[src/rtl/ofdm_pkg.sv]
// ofdm_pkg: shared constants for the OFDM transmit mapper.
// Bin plan, pilot positions and BSRAM word layout.
package ofdm_pkg;

    localparam logic [10:0] PILOT0 = 11'd20;
    localparam logic [10:0] PILOT1 = 11'd21;
    localparam logic [10:0] PILOT2 = 11'd54;
    localparam logic [10:0] PILOT3 = 11'd87;
    localparam logic [10:0] PILOT4 = 11'd120;

    localparam logic [10:0] INDEX_BEGIN = 11'd20;
    localparam logic [10:0] INDEX_END   = 11'd120;

    localparam int          DATA_BITS   = 96;
    localparam logic [7:0]  HEADER_BYTE = 8'h55;

    // BSRAM word: real part in the upper half, imaginary in the lower.
    localparam int RE_MSB = 31;
    localparam int RE_LSB = 16;
    localparam int IM_MSB = 15;
    localparam int IM_LSB = 0;

    typedef enum logic [1:0] {
        S_IDLE,
        S_WRITE,
        S_DONE
    } state_e;

    function automatic logic [31:0] pack_bin(
        input logic [15:0] re,
        input logic [15:0] im
    );
        logic [31:0] w;
        w = '0;
        w[RE_MSB:RE_LSB] = re;
        w[IM_MSB:IM_LSB] = im;
        return w;
    endfunction

endpackage

[src/rtl/ofdm_tx_mapper_bin_classify.sv]
// ofdm_bin_classify: maps a bin index to pilot/data role.
// data_ordinal is the bin's position among the 96 data bins.
module ofdm_bin_classify
    import ofdm_pkg::*;
(
    input  logic [10:0] bin,
    output logic        is_pilot,
    output logic        is_data,
    output logic [6:0]  data_ordinal
);

    // Data bins sit in the three gaps between consecutive pilots.
    always_comb begin
        is_pilot     = (bin == PILOT0) || (bin == PILOT1) ||
                       (bin == PILOT2) || (bin == PILOT3) ||
                       (bin == PILOT4);
        is_data      = 1'b0;
        data_ordinal = 7'd0;
        if (bin > PILOT1 && bin < PILOT2) begin
            is_data      = 1'b1;
            data_ordinal = 7'(bin - (PILOT1 + 11'd1));
        end else if (bin > PILOT2 && bin < PILOT3) begin
            is_data      = 1'b1;
            data_ordinal = 7'(bin - (PILOT2 + 11'd1)) + 7'd32;
        end else if (bin > PILOT3 && bin < PILOT4) begin
            is_data      = 1'b1;
            data_ordinal = 7'(bin - (PILOT3 + 11'd1)) + 7'd64;
        end
    end

endmodule

[src/rtl/ofdm_tx_mapper.sv]
// ofdm_tx_mapper: writes pilot + BPSK bins into the IFFT BSRAM.
// Optional OFDM_TX_MIRROR_EN makes the upper half Hermitian.
module ofdm_tx_mapper
    import ofdm_pkg::*;
#(
    parameter int          FFT_LEN         = 1024,
    parameter logic [15:0] PILOT_AMPLITUDE = 16'h4000,
    parameter logic [15:0] DATA_AMPLITUDE  = 16'h4000
) (
    input  logic        clk,
    input  logic        rst,
    input  logic        start,
    input  logic [95:0] payload,
    output logic        busy,
    output logic        finish,
    output logic [31:0] din0,
    output logic [10:0] ad0,
    output logic        wre0,
    output logic        ce0,
    output logic        oce0
);

    localparam logic [10:0] LAST_BIN = 11'(FFT_LEN - 1);
    localparam logic [15:0] DATA_NEG = 16'(~DATA_AMPLITUDE + 16'd1);

    state_e      state_q, state_d;
    logic [10:0] k_q, k_d;
    logic [6:0]  j_q, j_d;
    logic [95:0] payload_q, payload_d;
    logic        busy_q, busy_d;
    logic        finish_q, finish_d;
    logic [31:0] din0_q, din0_d;
    logic [10:0] ad0_q, ad0_d;
    logic        wre0_q, wre0_d;
    logic        ce0_q, ce0_d;

    logic        dir_pilot;
    logic        dir_data;
    logic [6:0]  dir_ord;
    logic [15:0] re_dir;
    logic [15:0] re_k;
    logic        adv_j;
    logic        unused_ord;

    ofdm_bin_classify u_cls (
        .bin          (k_q),
        .is_pilot     (dir_pilot),
        .is_data      (dir_data),
        .data_ordinal (dir_ord)
    );

    // j counts data bins in order; the ordinal output is redundant here.
    assign unused_ord = ^dir_ord;

    // Value for bin k taken directly from the bin plan.
    always_comb begin
        re_dir = 16'h0000;
        if (dir_pilot) begin
            re_dir = PILOT_AMPLITUDE;
        end else if (dir_data) begin
            re_dir = payload_q[j_q ^ 7'd7] ? DATA_AMPLITUDE : DATA_NEG;
        end
    end

`ifdef OFDM_TX_MIRROR_EN
    localparam logic [10:0] HALF_BIN = 11'(FFT_LEN / 2);

    logic [10:0] mk;
    logic        in_mirror;
    logic        mir_pilot;
    logic        mir_data;
    logic [6:0]  mir_ord;
    logic [15:0] re_mir;

    assign mk        = 11'(FFT_LEN) - k_q;
    assign in_mirror = (k_q > HALF_BIN);

    ofdm_bin_classify u_mir (
        .bin          (mk),
        .is_pilot     (mir_pilot),
        .is_data      (mir_data),
        .data_ordinal (mir_ord)
    );

    // Upper half copies bin FFT_LEN-k; its bit comes from the ordinal.
    always_comb begin
        re_mir = 16'h0000;
        if (mir_pilot) begin
            re_mir = PILOT_AMPLITUDE;
        end else if (mir_data) begin
            re_mir = payload_q[mir_ord ^ 7'd7] ? DATA_AMPLITUDE : DATA_NEG;
        end
        re_k  = in_mirror ? re_mir : re_dir;
        adv_j = dir_data && !in_mirror;
    end
`else
    // Upper half stays zero; only the direct plan applies.
    always_comb begin
        re_k  = re_dir;
        adv_j = dir_data;
    end
`endif

    // State and datapath registers with synchronous reset.
    always_ff @(posedge clk) begin
        if (rst) begin
            state_q   <= S_IDLE;
            k_q       <= '0;
            j_q       <= '0;
            payload_q <= '0;
            busy_q    <= 1'b0;
            finish_q  <= 1'b0;
            din0_q    <= '0;
            ad0_q     <= '0;
            wre0_q    <= 1'b0;
            ce0_q     <= 1'b0;
        end else begin
            state_q   <= state_d;
            k_q       <= k_d;
            j_q       <= j_d;
            payload_q <= payload_d;
            busy_q    <= busy_d;
            finish_q  <= finish_d;
            din0_q    <= din0_d;
            ad0_q     <= ad0_d;
            wre0_q    <= wre0_d;
            ce0_q     <= ce0_d;
        end
    end

    // Next state: leave WRITE once the last bin is on the bus.
    always_comb begin
        state_d = state_q;
        unique case (state_q)
            S_IDLE:  if (start) state_d = S_WRITE;
            S_WRITE: if (ad0_q == LAST_BIN) state_d = S_DONE;
            S_DONE:  state_d = start ? S_WRITE : S_IDLE;
            default: state_d = S_IDLE;
        endcase
    end

    // Next outputs: bin 0 is issued on the accepting edge, k runs ahead.
    always_comb begin
        k_d       = k_q;
        j_d       = j_q;
        payload_d = payload_q;
        ad0_d     = ad0_q;
        din0_d    = din0_q;
        wre0_d    = 1'b0;
        ce0_d     = 1'b0;
        busy_d    = 1'b0;
        finish_d  = 1'b0;
        unique case (state_q)
            S_IDLE, S_DONE: begin
                if (start) begin
                    payload_d = payload;
                    j_d       = 7'd0;
                    k_d       = 11'd1;
                    ad0_d     = 11'd0;
                    din0_d    = 32'h0000_0000;
                    wre0_d    = 1'b1;
                    ce0_d     = 1'b1;
                    busy_d    = 1'b1;
                end
            end
            S_WRITE: begin
                if (ad0_q == LAST_BIN) begin
                    finish_d = 1'b1;
                end else begin
                    ad0_d  = k_q;
                    din0_d = pack_bin(re_k, 16'h0000);
                    wre0_d = 1'b1;
                    ce0_d  = 1'b1;
                    busy_d = 1'b1;
                    k_d    = k_q + 11'd1;
                    if (adv_j) j_d = j_q + 7'd1;
                end
            end
            default: ;
        endcase
    end

    assign busy   = busy_q;
    assign finish = finish_q;
    assign din0   = din0_q;
    assign ad0    = ad0_q;
    assign wre0   = wre0_q;
    assign ce0    = ce0_q;
    assign oce0   = 1'b0;

endmodule
[config.mk]
export PLATFORM = sky130hd
export DESIGN_NAME = ofdm_tx_mapper
export DESIGN_NICKNAME = d
export VERILOG_FILES = /design/src/rtl/ofdm_pkg.sv /design/src/rtl/ofdm_tx_mapper_bin_classify.sv /design/src/rtl/ofdm_tx_mapper.sv
export SDC_FILE = /design/constraint.sdc
export NUM_CORES = 1
export LEC_CHECK = 0
export ABC_AREA = 1
export CORE_MARGIN = 2
export CORE_UTILIZATION = 51
export DETAILED_ROUTE_END_ITERATION = 10
export GPL_ROUTABILITY_DRIVEN = 0
export GPL_TIMING_DRIVEN = 0
export PLACE_DENSITY = 0.84
export SKIP_CTS_REPAIR_TIMING = 1
export SYNTH_ARGS = -nofsm -noshare
export SYNTH_HDL_FRONTEND = slang
export SYNTH_SLANG_ARGS = --single-unit
[constraint.sdc]
create_clock -name clk -period 1.8 [get_ports clk]
set_clock_uncertainty 0.05 [all_clocks]
set_input_delay 0.45 -clock clk [delete_from_list [all_inputs] [get_ports clk]]
set_output_delay 0.45 -clock clk [all_outputs]
set_load 0.01 [all_outputs]
Word level (Yosys, flattened, before mapping). Index checks and enable logic that the tools add are counted.

Add/subtract/negate cells: 2. Order comparisons: 7. Eq/ne operators: 13. Muxes and demuxes: 29. Bitwise gates (word level): 2. Reduce and logical (&&, ||, !) cells: 15.

Operators with widths (number): $mux 32 (2); $pmux 32 s2 (1); $mux 16 (3); $mux 11 (4); $pmux 11 s2 (2); $eq 11x5->1 const B (2); $eq 11x7->1 const B (2); $lt 11x7->1 const B (2); $mux 7 (3); $pmux 7 s2 (1); $add 11x1->11 const B (1); $eq 11x10->1 const B (1); $eq 11x6->1 const B (1); $gt 11x5->1 const B (1); $gt 11x6->1 const B (1); $gt 11x7->1 const B (1); $lt 11x6->1 const B (1); $ne 2x2->1 const B (5); $lt 7x8->1 const B (1); $mux 1 (8); $add 7x1->7 const B (1); $bmux 1 s7 (1); $pmux 2 s3 (1); $logic_or 1x1->1 (4); other kinds (13) (18).

Bits in registers: 161. Input bits: 99. Output and inout port bits: 48.

Logic depth before layout (Yosys ltp). Gate-level depths: netlist (run 1).

Depth in word-level cells: 9. Mapped depth: 14. Gate-level depth less buffers: 14.

By module. Synthesis (run 1) repeated with hierarchy kept, for this count alone.

Cell total of the unflattened synthesis: 995. Area, all modules: 6787.8 um2.

By module, submodules not included: ofdm_tx_mapper (times used 1, cells each 875, area an instance 6105.9 um2); ofdm_bin_classify (times used 1, cells each 120, area an instance 681.9 um2).

Worst setup path before layout (run 1). No wires, ideal clock.

Kind: input to register. From: in start. To: reg k_q[8]. Setup time: 0.117 ns. Arrival time: 1.424 ns. Path slack: 0.208 ns. Stages: 11. Path buffers: 0. Path through: inv_1 > nor2_2 > inv_2 > nand2_4 > nand2_2 > nor2_4 > inv_2 > nor2_2 > nand2_1 > o21ai_1 > a21oi_1.

Longest elaborated chain between the ends: 2.

RTL lines: start: declaration (line ofdm_tx_mapper.sv:12) `input logic start,`; $ne 2x2->1 (no source line); $reduce_and 3->1 (no source line); end signal: assignment (line ofdm_tx_mapper.sv:119) `k_q <= k_d;`; end: declaration (line ofdm_tx_mapper.sv:27) `logic [10:0] k_q, k_d;`.

No other way between the ends. A chain may end at the register's enable or synchronous reset.

Worst setup path in the final report (run 1).
From: reg j_q[0]. To: reg din0_q[31] (netlist: din0[31]).

Longest elaborated chain between the ends: 8.

RTL lines: start: declaration (line ofdm_tx_mapper.sv:28) `logic [6:0] j_q, j_d;`; start signal: assignment (line ofdm_tx_mapper.sv:120) `j_q <= j_d;`; $not 3->3 (no source line); $bmux 1 s7 (line ofdm_tx_mapper.sv:61) `re_dir = payload_q[j_q ^ 7'd7] ? DATA_AMPLITUDE : DATA_NEG;`; $mux 1 (implied by the code) (line ofdm_tx_mapper.sv:61); $mux 16 (line ofdm_tx_mapper.sv:61); $mux 16 (line ofdm_tx_mapper.sv:60) `end else if (dir_data) begin`; $mux 16 (line ofdm_tx_mapper.sv:58) `if (dir_pilot) begin`; $mux 32 (line ofdm_tx_mapper.sv:167) `if (ad0_q == LAST_BIN) begin`; $pmux 32 s2 (line ofdm_tx_mapper.sv:153) `unique case (state_q)`; end signal: assignment (line ofdm_tx_mapper.sv:124) `din0_q <= din0_d;`; end: declaration (line ofdm_tx_mapper.sv:32) `logic [31:0] din0_q, din0_d;`.

No other way between the ends. The select of a mux whose other input is x is not followed.

==> results of run 1 <==
tightest hold or removal path: stages (launching register included):
cell and delay [ps]:
dfxtp_1 300, inv_1 60, a21oi_1 50
cell families after synthesis:
logic type | Yosys count
compound gates | 219
buf+inv | 174
other cells | 1
flops | 131
simple gates | 403
xor+xnor | 5
fa+ha+maj | 4
state kept, by name, indices dropped and copies added (netlist names):
register   count
j_q            7
ce0            1
state_q        2
ad0           11
din0           2
k_q           11
payload_q     96
finish         1
where the power goes:
part	switching (mW)	leakage [nW]	internal [mW]
Clock	1.38	0.270	1.99
Sequential	0.0968	1.09	3.11
Combinational	0.798	2.52	0.587
cell usage after synthesis:
cell type / n / share of area [%]
nor2_1: 162 / 9.5
nand2_1: 142 / 8.3
dfxtp_1: 131 / 41
o21ai_0: 115 / 9.0
a21oi_1: 82 / 6.4
inv_1: 77 / 4.5
nand3_1: 69 / 5.4
buf_4: 35 / 4.1
clkbuf_1: 35 / 2.1
buf_2: 13 / 1.0
inv_2: 12 / 0.70
nand2_2: 8 / 0.78
o211ai_1: 8 / 0.94
a21oi_2: 6 / 0.82
nor3_1: 6 / 0.47
nor2_2: 5 / 0.49
ha_1: 4 / 0.78
xor2_1: 4 / 0.55
a211oi_1: 2 / 0.23
buf_1: 2 / 0.12
nand2_4: 2 / 0.35
nand3_2: 2 / 0.31
nand4_1: 2 / 0.20
nor2_4: 2 / 0.35
o21a_1: 2 / 0.23
o21ai_1: 2 / 0.16
a221oi_1: 1 / 0.14
conb_1: 1 / 0.059
nand2_8: 1 / 0.31
nor2_8: 1 / 0.31
nor3_2: 1 / 0.16
o21bai_1: 1 / 0.12
xnor2_1: 1 / 0.14
layer usage:
metal | track usage, % | routed length [um] | vias up
met2 | 46.4 | 8830 | 383
met5 | 0 | 0 | -
met4 | 14.5 | 724 | 0
met3 | 5.02 | 1930 | 68
li1 | - | - | 3300
met1 | 36.7 | 7830 | 3104
path summary, 6_finish.rpt:
path / from / to / slack, ps
worst max-delay path: j_q[0] / din0[31] / -60
worst min-delay path: payload_q[67] / payload_q[67] / 400
worst max register to register: j_q[0] / din0[31] / -60
worst min register to register: payload_q[67] / payload_q[67] / 400
metrics by stage:
step | hold slack, ps | util (%) | setup TNS, ps | worst slack (ps)
floorplan | 379 | - | 0 | 208
global placement | 391 | 64.9 | -73000 | -743
detailed placement | 395 | 64.9 | -72870 | -759
CTS | 364 | 69.7 | -20750 | -324
global route | 420 | 71.6 | -2470 | -164
finish | 403 | 71.6 | -67.0 | -64.8
cell type report:
type / instances / area share [%]
multi-input cells: 662 / 36.4
flip-flops and latches: 131 / 30.4
repair buffers: 121 / 14.3
plain buffers: 85 / 5.83
clock buffers: 19 / 5.22
inverters: 89 / 3.98
well taps: 168 / 2.42
clock inverters: 13 / 1.47
==> results by group, run 1 <==
Routing
  • Via count: 6855
  • TritonRoute pass-1 iters: 6
  • Number of remaining DRC errors: 0
  • Routed wire length: 19300 um
  • Final ANT Viol Nets: 0
  • Via-to-Cell Ratio: 5.32
  • DR iter-0 viols: slightly below 700
  • Drt wl/cell: ~15 um

Layout
  • Commonest cells after routing, fill and taps aside: nor2_1 (157), nand2_1 (140), dfxtp_1 (121)
  • Final cell count without fillers: between 1000 and 1500
  • Antenna Cells: 0
  • Nets: 1210
  • Share of cells above drive strength 1: 14.3%
  • Design area: slightly below 9000 um^2
  • Multi-input gate area: 3160 um^2
  • Commonest non-fill, non-tap cell in the layout: nor2_1
  • Sequential Area: 2640 um^2
  • Area Overhead vs Synth: 35.5%
  • Filler Cells Inserted: between 900 and 1000

Place
  • Area after DPL: 7870 um^2
  • Placed Cells: about 1200
  • Port Buffers: about 110
  • Placed wire-length estimate: between 10000 and 15000 um

Clock network
  • Clock latency on the worst-skew pair: 420 ps
  • H-Tree Depth: 4
  • Reg clk slew, reported paths: 60 ps
  • CTS sink count: 131
  • CTS Root Buffer Type: clkbuf_16
  • Clock Tree Buf Depth: 2
  • CTS buffer count: 17
  • CTS tree: done

Worst setup path
  • Crit path depth: 12
  • Setup crit end kind: flop
  • WP buf/inv: 2
  • CP max FO: 10
  • CP Launch Type: flop
  • Family with the most delay on the worst path: simple AND/OR/NAND/NOR gates
  • CP Data Required Time: 2090 ps
  • Crit Path Class: flop to flop
  • Worst Path Arrival: 2160 ps
  • R2R cell count: 12
  • Crit-path slowest cell: dfxtp_2
  • CP max stage delay: 370 ps
  • Cell mode on critical path: nand2_1
  • Worst-path cell chain: buf_4, buf_2, nand2_1, o211ai_1, nand2_1, nand2_1, nand3_1, nor2_1, nor2_1, nor2_1, nand2_1, a21oi_1

STA
  • Minimum clock period after layout: 1860 ps
  • Max-slew violations: 0
  • Fmax: 536 MHz
  • Worst slew pin tran: around 630 ps
  • Unrepaired setup endpoints after global routing: yes
  • Final hold vios: 0
  • Crit share post-route: 104%
  • # setup viols final: 2
  • Slew HR: 58.3%
  • Setup WS post-layout: -64.8 ps

Global route
  • All-Layer GR Usage: 28.6%
  • First-pass GRT wire length: 30000 um
  • Vias in the first global route: 6332
  • Gr ovfl total: 0
  • Largest net degree at the start of global routing: 17
  • Initial antenna violation count: 0

Yosys
  • Yosys cell types: 33
  • Yosys warns: 0
  • Post-synthesis adder-cell area fraction: 0.782%
  • Post-Synth XOR/XNOR Area: 0.684%
  • Sequential area share after synthesis: between 40% and 50%
  • Synth Area in Compound Gates: a little under a fifth
  • Post-Syn Area per Cell: 6.83 um^2
  • Simple-Gate Fraction of Synth Area: 27.0%
  • Mapped cell area: 6400 um^2
  • Post-Syn Instances: between 900 and 1000
  • Largest family of logic cells by synthesized area: simple AND/OR/NAND/NOR gates
  • Mux contribution to synthesized area: 0%
  • FF+latch count, synth: 131

Die
  • Area of the core: 12100 um^2
  • Die Ht: 116 um
  • Die Wd: 116 um
  • Initial Util: between 50% and 60%
  • DIE AREA: 13500 um^2
  • Rows: 40
  • Top Ports: 147

Power and ir drop
  • Cell leakage power: 3.88 nW
  • Total Power: 7.97 mW
  • Peak supply drop: between 0.6 and 0.7 mV
  • Power Density: between 900 and 1000 nW/um^2

Worst hold path
  • Min-Delay Path Class: flop to flop
  • Hold depth: 2

Outcome
  • Failing checks: negative setup slack
  • Status: finished with violations

Run
  • Max-cap check violation count: 0
Power figures use the tool's default switching activity.
==> run 2: changes to the inputs <==
--- a/config.mk
+++ b/config.mk
@@ -8,6 +8,7 @@
 export ABC_AREA = 1
 export CORE_MARGIN = 2
 export CORE_UTILIZATION = 51
+export CTS_BUF_LIST = sky130_fd_sc_hd__clkbuf_8 sky130_fd_sc_hd__clkbuf_16
 export DETAILED_ROUTE_END_ITERATION = 10
 export GPL_ROUTABILITY_DRIVEN = 0
 export GPL_TIMING_DRIVEN = 0
==> results of run 2 <==
No change in the layout: final DEF, timing and power equal those of run 1.
